--- src/rtl/fmul_mant_seq_mult.sv ---
`default_nettype none
// ============================================================================
// Module   : fmul_mant_seq_mult
// Purpose  : Sequential (shift-add, one multiplier bit per cycle) multiplier
//            for the 11-bit significands of two half-precision operands.
//            Produces the 22-bit unsigned significand product and a
//            normalisation flag for the downstream FP-multiply packing stage.
//            A zero operand (exponent and mantissa all zero) short-circuits
//            straight to a zero product without iterating.
// Ports    : clk, rst               - clock, synchronous active-high reset
//            in_valid / in_ready    - operand handshake (accept in IDLE only)
//            in_Exponent_1/2 [5:1]  - exponents, used for zero detection only
//            in_Mantissa_1/2 [10:1] - stored mantissas (hidden bit implied)
//            out_valid / out_ready  - product handshake (held in DONE)
//            out_Product [22:1]     - {1,M1} * {1,M2}
//            out_Norm               - out_Product MSB (shift right / exp+1)
//            busy                   - high while iterating
// Revision : 1.0 - initial release
// ============================================================================
module fmul_mant_seq_mult #(
    parameter int MANT_WIDTH = 10,
    parameter int ITERS      = 11
) (
    input  logic                    clk,
    input  logic                    rst,
    input  logic                    in_valid,
    output logic                    in_ready,
    input  logic [5:1]              in_Exponent_1,
    input  logic [5:1]              in_Exponent_2,
    input  logic [MANT_WIDTH:1]     in_Mantissa_1,
    input  logic [MANT_WIDTH:1]     in_Mantissa_2,
    output logic                    out_valid,
    input  logic                    out_ready,
    output logic [2*MANT_WIDTH+2:1] out_Product,
    output logic                    out_Norm,
    output logic                    busy
);

    localparam int SIG_W  = MANT_WIDTH + 1;
    localparam int PROD_W = 2 * SIG_W;
    localparam int CNT_W  = 4;

    typedef enum logic [1:0] {
        S_IDLE = 2'd0,
        S_BUSY = 2'd1,
        S_DONE = 2'd2
    } state_t;

    state_t              r_state;
    logic [SIG_W-1:0]    r_mcand;    // multiplicand A, fixed during the operation
    logic [SIG_W-1:0]    r_mplier;   // multiplier B, shifted right so bit 0 is current
    logic [PROD_W-1:0]   r_acc;
    logic [PROD_W-1:0]   r_product;
    logic [CNT_W-1:0]    r_cnt;

    logic                w_zero;
    logic [PROD_W-1:0]   w_partial;
    logic [PROD_W-1:0]   w_acc_next;
    logic                w_last;

    assign w_zero = ({in_Exponent_1, in_Mantissa_1} == '0) ||
                    ({in_Exponent_2, in_Mantissa_2} == '0);

    // Partial product A * 2^cnt when the current multiplier bit is set.
    // Max shift is 10, so the term always fits in 22 bits.
    assign w_partial  = r_mplier[0] ? ({{SIG_W{1'b0}}, r_mcand} << r_cnt) : '0;
    assign w_acc_next = r_acc + w_partial;
    assign w_last     = (r_cnt == CNT_W'(ITERS - 1));

    always_ff @(posedge clk) begin
        if (rst) begin
            r_state   <= S_IDLE;
            r_mcand   <= '0;
            r_mplier  <= '0;
            r_acc     <= '0;
            r_product <= '0;
            r_cnt     <= '0;
        end else begin
            case (r_state)
                S_IDLE: begin
                    if (in_valid) begin
                        r_mcand  <= {1'b1, in_Mantissa_1};
                        r_mplier <= {1'b1, in_Mantissa_2};
                        r_acc    <= '0;
                        r_cnt    <= '0;
                        if (w_zero) begin
                            r_product <= '0;
                            r_state   <= S_DONE;
                        end else begin
                            r_state   <= S_BUSY;
                        end
                    end
                end
                S_BUSY: begin
                    r_acc    <= w_acc_next;
                    r_mplier <= r_mplier >> 1;
                    if (w_last) begin
                        // Counter parks at its final value rather than wrapping past it.
                        r_product <= w_acc_next;
                        r_state   <= S_DONE;
                    end else begin
                        r_cnt <= r_cnt + 1'b1;
                    end
                end
                S_DONE: begin
                    if (out_ready) begin
                        r_state <= S_IDLE;
                    end
                end
                default: begin
                    r_state <= S_IDLE;
                end
            endcase
        end
    end

    assign in_ready    = (r_state == S_IDLE);
    assign out_valid   = (r_state == S_DONE);
    assign busy        = (r_state == S_BUSY);
    assign out_Product = r_product;
    assign out_Norm    = r_product[PROD_W-1];

endmodule
`default_nettype wire
--- config.mk ---
export PLATFORM = sky130hd
export DESIGN_NAME = fmul_mant_seq_mult
export DESIGN_NICKNAME = d
export VERILOG_FILES = /design/src/rtl/fmul_mant_seq_mult.sv
export SDC_FILE = /design/constraint.sdc
export NUM_CORES = 1
export LEC_CHECK = 0
export ABC_AREA = 1
export ABC_CLOCK_PERIOD_IN_PS = 3000
export BUFFER_PORTS_ARGS = -buffer_cell sky130_fd_sc_hd__buf_2
export CORE_UTILIZATION = 60
export CTS_BUF_LIST = sky130_fd_sc_hd__clkbuf_4 sky130_fd_sc_hd__clkbuf_8
export DETAILED_ROUTE_END_ITERATION = 8
export PLACE_DENSITY = 0.9
export SKIP_CTS_REPAIR_TIMING = 1
export SLEW_MARGIN = 20
export SYNTH_ARGS = -nofsm -noshare
export SYNTH_HDL_FRONTEND = slang
export SYNTH_SLANG_ARGS = --single-unit
--- constraint.sdc ---
create_clock -name clk -period 3 [get_ports clk]
set_input_delay 0.45 -clock clk [delete_from_list [all_inputs] [get_ports clk]]
set_output_delay 0.45 -clock clk [all_outputs]
set_load 0.02 [all_outputs]
==> flow_metrics.env, run 1 <==
export IMPL_clock_path_buffers=2
export IMPL_drive_gt1_frac=0.1577
export IMPL_antenna_cells=0
export IMPL_cts_num_sinks=72
export IMPL_min_path_cells=3
export IMPL_skew_ps=12.29
export IMPL_io_pins=60
export IMPL_core_sq_um=7408
export IMPL_grt_pass1_vias=4866
export IMPL_dr_pass1_iters=5
export IMPL_status="finished, final reports clean"
export IMPL_synth_nets=815
export IMPL_pwr_share_comb=0.231
export IMPL_grt_max_degree=43
export IMPL_worstMarginPinSlew_ps=741.8
export IMPL_max_stage_delay_ps=400
export IMPL_layout_common_cells="nand2_1 (214), nor2_1 (91), inv_1 (82)"
export IMPL_synth_top_cell_by_area="dfxtp_1"
export IMPL_yosys_warnings=0
export IMPL_vias=5131
export IMPL_leakage_nw=2.667
export IMPL_path_buf_inv=4
export IMPL_cts_tree="yes"
export IMPL_io_buffers=59
export IMPL_ant_nets=0
export IMPL_hold_path_startpoint="in_Mantissa_1[3]"
export IMPL_powerDensity_nw_per_um2=466.8
export IMPL_slew_viol_final=0
export IMPL_cts_buffers=9
export IMPL_synth_top_cell_area_share=0.3065
export IMPL_cp_slowest_cell="dfxtp_4"
export IMPL_drtIter0Drc=385
export IMPL_r2r_cells=16
export IMPL_grt_pass1_wl_um=22540
export IMPL_remaining_drc_errors=0
export IMPL_max_freq_ghz=0.3509
export IMPL_rows=31
export IMPL_ys_types=35
export IMPL_initial_core_util=0.6349
export IMPL_cts_reportedPaths_clkPinSlew_ps=80
export IMPL_finalPower_mw=2.528
export IMPL_syn_area_sq_um=4703
export IMPL_critPathTopFamily="simple AND/OR/NAND/NOR gates"
export IMPL_vias_per_cell=5.595
export IMPL_final_setup_viol_count=0
export IMPL_hp_class="input port to flop"
export IMPL_synth_cells=757
export IMPL_crit_top_cell="nand2_1"
export IMPL_ff2ff_setup_slack_ps=150
export IMPL_pre_cts_ws_ps=89.79
export IMPL_synth_seq_cells=72
export IMPL_routed_wl_um=13830
export IMPL_dieWidth_um=90.54
export IMPL_p_clk_frac=0.346
export IMPL_cap_violations=0
export IMPL_hold_ws_ps=355.2
export IMPL_swShare=0.3272
export IMPL_place_detailed_hpwl_um=10230
export IMPL_synth_seq_area_share=0.3065
export IMPL_max_slew_margin_rel=0.5049
export IMPL_p_switching_mw=0.8271
export IMPL_period_share=0.9500
export IMPL_yosys_top_cells_area="dfxtp_1 (31%), nand2_1 (17%), nor2_1 (7.9%)"
export IMPL_path_class="flop to flop"
export IMPL_syn_area_per_cell_sq_um=6.213
export IMPL_grt_ovfl_total=0
export IMPL_wire_per_inst_um=15.08
export IMPL_p_int_mw=1.701
export IMPL_cp_cell_sequence="clkinvlp_4 > buf_12 > nand3_1 > o21ai_1 > inv_1 > nand2_1 > nor2_1 > ha_1 > nand2_1 > nand3_1 > a21oi_1 > inv_1 > o21ai_0 > nand2_1 > nand2_1 > nor2_1"
export IMPL_grt_antenna_before_repair=0
export IMPL_min_to="r_mcand[2]"
export IMPL_final_nets=872
export IMPL_rsz0062_at_grt="true"
export IMPL_cp_max_fo=6
export IMPL_critPathArrivalTime_ps=3110
export IMPL_cts_root_buf="clkbuf_8"
export IMPL_hold_viol=0
export IMPL_timing_setup_tns_ps=0
export IMPL_dieArea_sq_um=8197
export IMPL_layout_commonest_cell="nand2_1"
export IMPL_track_usage=0.3458
export IMPL_seqPwrFrac=0.423
export IMPL_critPathLaunchType="flop"
export IMPL_critPathLaunch="r_cnt[1]"
export IMPL_r2r_end="out_Product[9]"
export IMPL_layout_setup_ws_ps=150.1
export IMPL_cp_end_kind="flop"
export IMPL_r2r_start="r_cnt[1]"
export IMPL_ir_drop_mv=0.3497
export IMPL_area_growth_syn_to_layout_pct=15.14
export IMPL_cp_required_ps=3260
export IMPL_worstSkewPairLatency_ps=360
export IMPL_gp_congestion=0.9765
export IMPL_min_period_ps=2850
export IMPL_fp_dieH_um=90.54
export IMPL_htree_levels=3
## logic make-up (layout without fill, tap and decap cells)
kind of cell	count (synthesis)	count (layout)	synth area share
compound gates	149	149	0.1734
flops	72	72	0.3065
xor+xnor	1	1	0.001863
buf+inv	121	182	0.1056
mux	1	1	0.002128
fa+ha+maj	24	24	0.06544
simple gates	389	389	0.3450
## tightest hold or removal path, delay by kind of cell
family / cells / cell delay (ps)
AO/OA/AOI/OAI: 1 / 70
buffers and inverters: 1 / 80
AND/OR/NAND/NOR: 1 / 70
## stage by stage
| stage | util | std cells | area [sq um] |
|---|---|---|---|
| after detailed placement | 0.6832 | 897 | 5061 |
| after global placement | 0.6832 | 897 | 5061 |
| final | 0.7310 | 917 | 5415 |
| after global routing | 0.7310 | 917 | 5415 |
| after CTS | 0.7127 | 912 | 5280 |
| after floorplan | - | 757 | 4703 |
## synthesized netlist by cell type
| cell type | number |
|---|---|
| a31oi_1 | 2 |
| o21ai_0 | 41 |
| nor2_4 | 3 |
| ha_1 | 23 |
| clkbuf_1 | 15 |
| buf_1 | 1 |
| a21oi_1 | 71 |
| xor2_1 | 1 |
| or2_1 | 1 |
| buf_6 | 3 |
| o21ai_1 | 4 |
| inv_1 | 84 |
| nor3_1 | 7 |
| buf_2 | 10 |
| nor4_1 | 4 |
| o21bai_1 | 2 |
| clkinv_1 | 1 |
| nand2_4 | 2 |
| nand3b_1 | 6 |
| nor2_1 | 99 |
| a21o_1 | 1 |
| nand3_2 | 1 |
| nand2_2 | 2 |
| o22ai_1 | 9 |
| inv_2 | 5 |
| nand2_1 | 218 |
| a21oi_2 | 1 |
| mux2i_1 | 1 |
| nand3_1 | 36 |
| nand4_1 | 8 |
| a211oi_1 | 18 |
| dfxtp_1 | 72 |
| and2_1 | 2 |
| buf_4 | 2 |
| fa_1 | 1 |
## layout make-up
class | instances | area, sq um
Clock inverter | 5 | 81.33
Clock buffer | 10 | 137.6
Sequential cell | 72 | 1446
Multi-Input combinational cell | 564 | 2840
Timing Repair Buffer | 76 | 439.2
Tap cell | 99 | 123.9
Fill cell | 623 | 1993
Inverter | 90 | 341.6
Timing Repair inverter | 1 | 5.005
## how the worst max path moves through the flow
stage | endpoint | cells past startpoint
2_1_floorplan | r_acc[19] | 17
3_3_place_gp | out_Product[20] | 16
3_5_place_dp | r_acc[19] | 16
4_1_cts | r_acc[19] | 15
5_1_grt | r_acc[19] | 17
6_report | out_Product[9] | 16
## power by group through the flow
stage,logic (mW),registers (mW),clock network (mW)
after floorplan,0.366,1.11,0
after global placement,0.533,1.08,0
after detailed placement,0.547,1.09,0
after CTS,0.552,1.06,0.875
after global routing,0.643,1.08,0.915
final,0.584,1.07,0.876
## sequential cells by signal, indices dropped and copies added (netlist names)
register and flops:
r_mcand 11, r_mplier 11, r_state 2, r_cnt 4, r_acc 22, out_Product 22
## layer usage
metal	track usage	share of wire	vias to the layer above
li1	-	-	2564
met5	0	0	-
met3	0.04209	0.065	39
met4	0.1734	0.033	0
met1	0.4263	0.42	2321
met2	0.5915	0.48	207
No activity file was read; power rests on OpenSTA's default activity.
==> run 2: changes to the inputs <==
--- a/config.mk
+++ b/config.mk
@@ -6,7 +6,7 @@
 export NUM_CORES = 1
 export LEC_CHECK = 0
 export ABC_AREA = 1
-export ABC_CLOCK_PERIOD_IN_PS = 3000
+export ABC_CLOCK_PERIOD_IN_PS = 3200
 export BUFFER_PORTS_ARGS = -buffer_cell sky130_fd_sc_hd__buf_2
 export CORE_UTILIZATION = 60
 export CTS_BUF_LIST = sky130_fd_sc_hd__clkbuf_4 sky130_fd_sc_hd__clkbuf_8
==> constraint.sdc (replaced) <==
create_clock -name clk -period 3.2 [get_ports clk]
set_input_delay 0.48 -clock clk [delete_from_list [all_inputs] [get_ports clk]]
set_output_delay 0.48 -clock clk [all_outputs]
set_load 0.02 [all_outputs]
==> flow_metrics.env, run 2 (synthesis results as in run 1) <==
export IMPL_vias_per_cell=5.626
export IMPL_drive_gt1_frac=0.1267
export IMPL_clock_path_buffers=2
export IMPL_rsz0062_at_grt="false"
export IMPL_grt_pass1_vias=5075
export IMPL_cp_max_fo=9
export IMPL_powerDensity_nw_per_um2=425.1
export IMPL_htree_levels=3
export IMPL_fill_cells=686
export IMPL_final_setup_viol_count=0
export IMPL_wire_per_inst_um=14.91
export IMPL_area_growth_syn_to_layout_pct=11.52
export IMPL_slew_viol_final=0
export IMPL_core_sq_um=7408
export IMPL_hp_class="input port to flop"
export IMPL_io_pins=60
export IMPL_cts_buffers=9
export IMPL_vias=5131
export IMPL_timing_setup_tns_ps=0
export IMPL_remaining_drc_errors=0
export IMPL_routed_wl_um=13600
export IMPL_ff2ff_setup_slack_ps=270
export IMPL_worstMarginPinSlew_ps=1081
export IMPL_grt_antenna_before_repair=0
export IMPL_final_nets=866
export IMPL_place_detailed_hpwl_um=9911
export IMPL_final_cells=912
export IMPL_grt_pass1_wl_um=22380
export IMPL_wl_met3_um=764
export IMPL_skew_ps=12.83
export IMPL_leakage_nw=2.616
export IMPL_placed_cells=895
export IMPL_cts_num_sinks=72
export IMPL_route_met2_wl_um=6645
export IMPL_worstSkewPairLatency_ps=360
export IMPL_cts_reportedPaths_clkPinSlew_ps=80
export IMPL_path_class="flop to flop"
export IMPL_critPathArrivalTime_ps=3150
export IMPL_antenna_cells=0
export IMPL_ir_drop_mv=0.3279
export IMPL_grt_ovfl_total=0
export IMPL_dieArea_sq_um=8197
export IMPL_cap_violations=0
export IMPL_drtIter0Drc=285
export IMPL_cp_required_ps=3430
export IMPL_layout_setup_ws_ps=274.7
export IMPL_track_usage=0.3411
export IMPL_period_share=0.9141
export IMPL_layout_commonest_cell="nand2_1"
export IMPL_grt_max_degree=43
export IMPL_maxUsedRoutingLayer="met4"
export IMPL_critPathLaunchType="flop"
export IMPL_gp_congestion=0.9737
export IMPL_status="finished, final reports clean"
export IMPL_fp_dieH_um=90.54
export IMPL_ant_nets=0
export IMPL_dieWidth_um=90.54
export IMPL_cp_end_kind="flop"
export IMPL_rows=31
export IMPL_cts_root_buf="clkbuf_8"
export IMPL_hold_ws_ps=388.7
export IMPL_dr_pass1_iters=6
export IMPL_initial_core_util=0.6349
export IMPL_layout_common_cells="nand2_1 (218), nor2_1 (98), inv_1 (83)"
export IMPL_wl_met1_um=5686
export IMPL_max_freq_ghz=0.3418
export IMPL_hold_viol=0
export IMPL_pre_cts_ws_ps=209.2
export IMPL_min_period_ps=2925
export IMPL_io_buffers=59
export IMPL_cts_tree="yes"
export IMPL_max_slew_margin_rel=0.2751
run 2: cell types whose count changed in the layout (fill, tap and decap cells not counted), sizes merged:
cell	change
buf	-5
clkinvlp	-1
clkbuf	+2
clkinv	+1
bufinv	-2
run 2: area by class of cell:
cell class                      count  area [sq um]  area share
Multi-Input combinational cell    564          2768      0.5277
Sequential cell                    72          1443      0.2750
Timing Repair Buffer               71         385.4     0.07347
Inverter                           90         337.8     0.06441
Clock buffer                       12         158.9     0.03030
Tap cell                           99         123.9     0.02362
Clock inverter                      4         28.78    0.005487
run 2: per-stage QoR:
stage | area (sq um) | total power, mW | utilization
after global routing | 5245 | 2.341 | 0.7080
final | 5245 | 2.230 | 0.7080
after CTS | 5234 | 2.219 | 0.7065
after global placement | 5046 | 1.514 | 0.6811
after floorplan | 4703 | 1.383 | -
after detailed placement | 5046 | 1.532 | 0.6811
run 2: power breakdown:
group          internal, mW  switching, mW
combinational         0.167          0.357
clock                 0.333          0.374
sequential            0.960         0.0389
run 2: worst max-delay path: stages (launching register included):
cell,delay (ps)
dfxtp_2,370
buf_4,180
nand2_1,60
nand2_1,60
o21ai_0,220
nor2_1,70
a31oi_1,290
o22ai_1,140
ha_1,390
nand2_1,110
nor3_1,230
nand2_1,140
nor2_1,110
nand2_1,100
nand3_1,100
nand2_1,60
nand3_1,100
a21oi_1,70
run 2: final timing paths:
path | startpoint | end | depth (start not counted)
setup / recovery | r_cnt[0] | r_acc[21] | 17
hold / removal | in_Mantissa_1[4] | r_mcand[3] | 3
setup reg to reg | r_cnt[0] | r_acc[21] | 17
hold reg to reg | r_mplier[9] | r_mplier[9] | 2
run 2: per-layer routing:
metal / vias to the layer above / global-route usage
met5: - / 0
met4: 0 / 0.1761
met3: 46 / 0.06481
met2: 171 / 0.6105
met1: 2363 / 0.3816
li1: 2551 / -
==> run 3: changes to the inputs <==
--- a/config.mk
+++ b/config.mk
@@ -11,7 +11,7 @@
 export CORE_UTILIZATION = 60
 export CTS_BUF_LIST = sky130_fd_sc_hd__clkbuf_4 sky130_fd_sc_hd__clkbuf_8
 export DETAILED_ROUTE_END_ITERATION = 8
-export PLACE_DENSITY = 0.9
+export PLACE_DENSITY = 0.81
 export SKIP_CTS_REPAIR_TIMING = 1
 export SLEW_MARGIN = 20
 export SYNTH_ARGS = -nofsm -noshare
==> flow_metrics.env, run 3 (synthesis results as in run 1) <==
export IMPL_drive_gt1_frac=0.1211
export IMPL_layout_setup_ws_ps=268.3
export IMPL_drtIter0Drc=387
export IMPL_ir_drop_mv=0.4479
export IMPL_fill_cells=666
export IMPL_grt_util_met3=0.05724
export IMPL_grt_ovfl_total=0
export IMPL_cp_cell_sequence="inv_1 > nor2_1 > inv_1 > nor2_1 > ha_1 > inv_1 > fa_1 > inv_1 > nand3_1 > nand3_1 > a21oi_1 > inv_1 > a21oi_1 > o21ai_0 > nand2_1 > nand2_1 > nor2_1"
export IMPL_cp_max_fo=13
export IMPL_hold_ws_ps=383.8
export IMPL_remaining_drc_errors=0
export IMPL_area_growth_syn_to_layout_pct=11.28
export IMPL_hold_viol=0
export IMPL_gp_congestion=0.9914
export IMPL_layout_common_cells="nand2_1 (218), nor2_1 (99), inv_1 (84)"
export IMPL_min_to="r_mcand[2]"
export IMPL_rsz0062_at_grt="false"
export IMPL_slew_viol_final=0
export IMPL_ff2ff_setup_slack_ps=270
export IMPL_clock_path_buffers=2
export IMPL_cts_buffers=9
export IMPL_ant_nets=0
export IMPL_routed_wl_um=13230
export IMPL_max_freq_ghz=0.3411
export IMPL_crit_top_cell="inv_1"
export IMPL_status="finished, final reports clean"
export IMPL_critPathLaunchType="flop"
export IMPL_r2r_end="out_Product[9]"
export IMPL_cts_num_sinks=72
export IMPL_layout_commonest_cell="nand2_1"
export IMPL_core_sq_um=7408
export IMPL_min_path_cells=3
export IMPL_powerDensity_nw_per_um2=432.4
export IMPL_initial_core_util=0.6349
export IMPL_io_pins=60
export IMPL_critPathTopFamily="simple AND/OR/NAND/NOR gates"
export IMPL_cp_end_kind="flop"
export IMPL_rows=31
export IMPL_cap_violations=0
export IMPL_worstSkewPairLatency_ps=360
export IMPL_path_class="flop to flop"
export IMPL_grt_max_degree=43
export IMPL_htree_levels=3
export IMPL_min_period_ps=2932
export IMPL_cts_tree="yes"
export IMPL_r2r_cells=17
export IMPL_antenna_cells=0
export IMPL_placed_cells=892
export IMPL_vias_per_cell=5.584
export IMPL_cp_slowest_cell="fa_1"
export IMPL_vias=5070
export IMPL_max_slew_margin_rel=0.2724
export IMPL_io_buffers=59
export IMPL_grt_pass1_vias=4784
export IMPL_leakage_nw=2.608
export IMPL_met1_usage=0.4278
export IMPL_pre_cts_ws_ps=326.2
export IMPL_period_share=0.9162
export IMPL_grt_antenna_before_repair=0
export IMPL_wire_per_inst_um=14.57
export IMPL_final_cells=908
export IMPL_cp_required_ps=3450
export IMPL_dieWidth_um=90.54
export IMPL_cts_reportedPaths_clkPinSlew_ps=80
export IMPL_final_setup_viol_count=0
export IMPL_r2r_start="r_mplier[0]"
export IMPL_track_usage=0.3363
export IMPL_max_stage_delay_ps=360
export IMPL_final_nets=862
export IMPL_fp_dieH_um=90.54
export IMPL_worstMarginPinSlew_ps=1090
export IMPL_grt_busiest_layer="met2"
export IMPL_place_detailed_hpwl_um=10070
export IMPL_skew_ps=12.72
export IMPL_hp_class="input port to flop"
export IMPL_cts_root_buf="clkbuf_8"
export IMPL_critPathArrivalTime_ps=3190
export IMPL_grt_util_met2=0.5764
export IMPL_grt_pass1_wl_um=22050
export IMPL_hold_path_startpoint="in_Mantissa_1[3]"
export IMPL_timing_setup_tns_ps=0
export IMPL_dieArea_sq_um=8197
export IMPL_dr_pass1_iters=5
export IMPL_path_buf_inv=5
==> run 3: changes by cell type in the layout (fill, tap and decap cells not counted), sizes merged <==
| cell | delta |
|---|---|
| buf | -4 |
| bufinv | +1 |
| clkbuf | -2 |
| clkinv | -1 |
| inv | +2 |
==> run 3: worst reg2reg max path: cells and delay by family, from the launching register on <==
kind / cells / cell delay, ps
and+or+nand+nor: 7 / 950
adders and majority gates: 2 / 560
AOI/OAI and AO/OA: 3 / 350
buffers and inverters: 5 / 670
DFF: 1 / 330
==> run 3: per-layer routing <==
layer  part of all wire  wire length [um]  vias up
li1                   -                 -     2543
met1               0.43              5754     2298
met2               0.47              6260      200
met3              0.068               896       29
met4              0.024               318        0
met5                  0                 0        -
==> run 3: layout make-up <==
| type | count | area, sq um | share of cell area |
|---|---|---|---|
| multi-input combinational | 564 | 2770 | 0.5293 |
| sequential | 72 | 1441 | 0.2754 |
| timing repair buffer | 67 | 355.3 | 0.06789 |
| inverter | 90 | 337.8 | 0.06455 |
| clock buffer | 10 | 137.6 | 0.02630 |
| tap | 99 | 123.9 | 0.02367 |
| clock inverter | 6 | 67.56 | 0.01291 |
==> run 3: report_power, final <==
| part | leakage, nW | switching (mW) | internal [mW] |
|---|---|---|---|
| clock | 0.0989 | 0.374 | 0.384 |
| sequential | 0.588 | 0.0394 | 0.960 |
| combinational | 1.92 | 0.345 | 0.161 |
| total | 2.61 | 0.758 | 1.50 |
==> run 3: how the worst max path moves through the flow <==
stage,startpoint,depth (start not counted),to
2_1_floorplan,r_cnt[0],17,r_acc[19]
3_5_place_dp,r_cnt[0],18,r_acc[21]
4_1_cts,r_cnt[0],18,r_acc[21]
6_report,r_mplier[0],17,out_Product[9]
3_3_place_gp,r_cnt[0],18,r_acc[21]
5_1_grt,r_mplier[0],16,out_Product[13]
==> run 3: metrics by stage <==
stage	cell area, sq um	utilization	power, mW
4_1_cts	5229	0.7058	2.251
5_1_grt	5234	0.7065	2.372
3_3_place_gp	5024	0.6781	1.497
2_1_floorplan	4703	-	1.383
6_report	5234	0.7065	2.263
3_5_place_dp	5024	0.6781	1.515
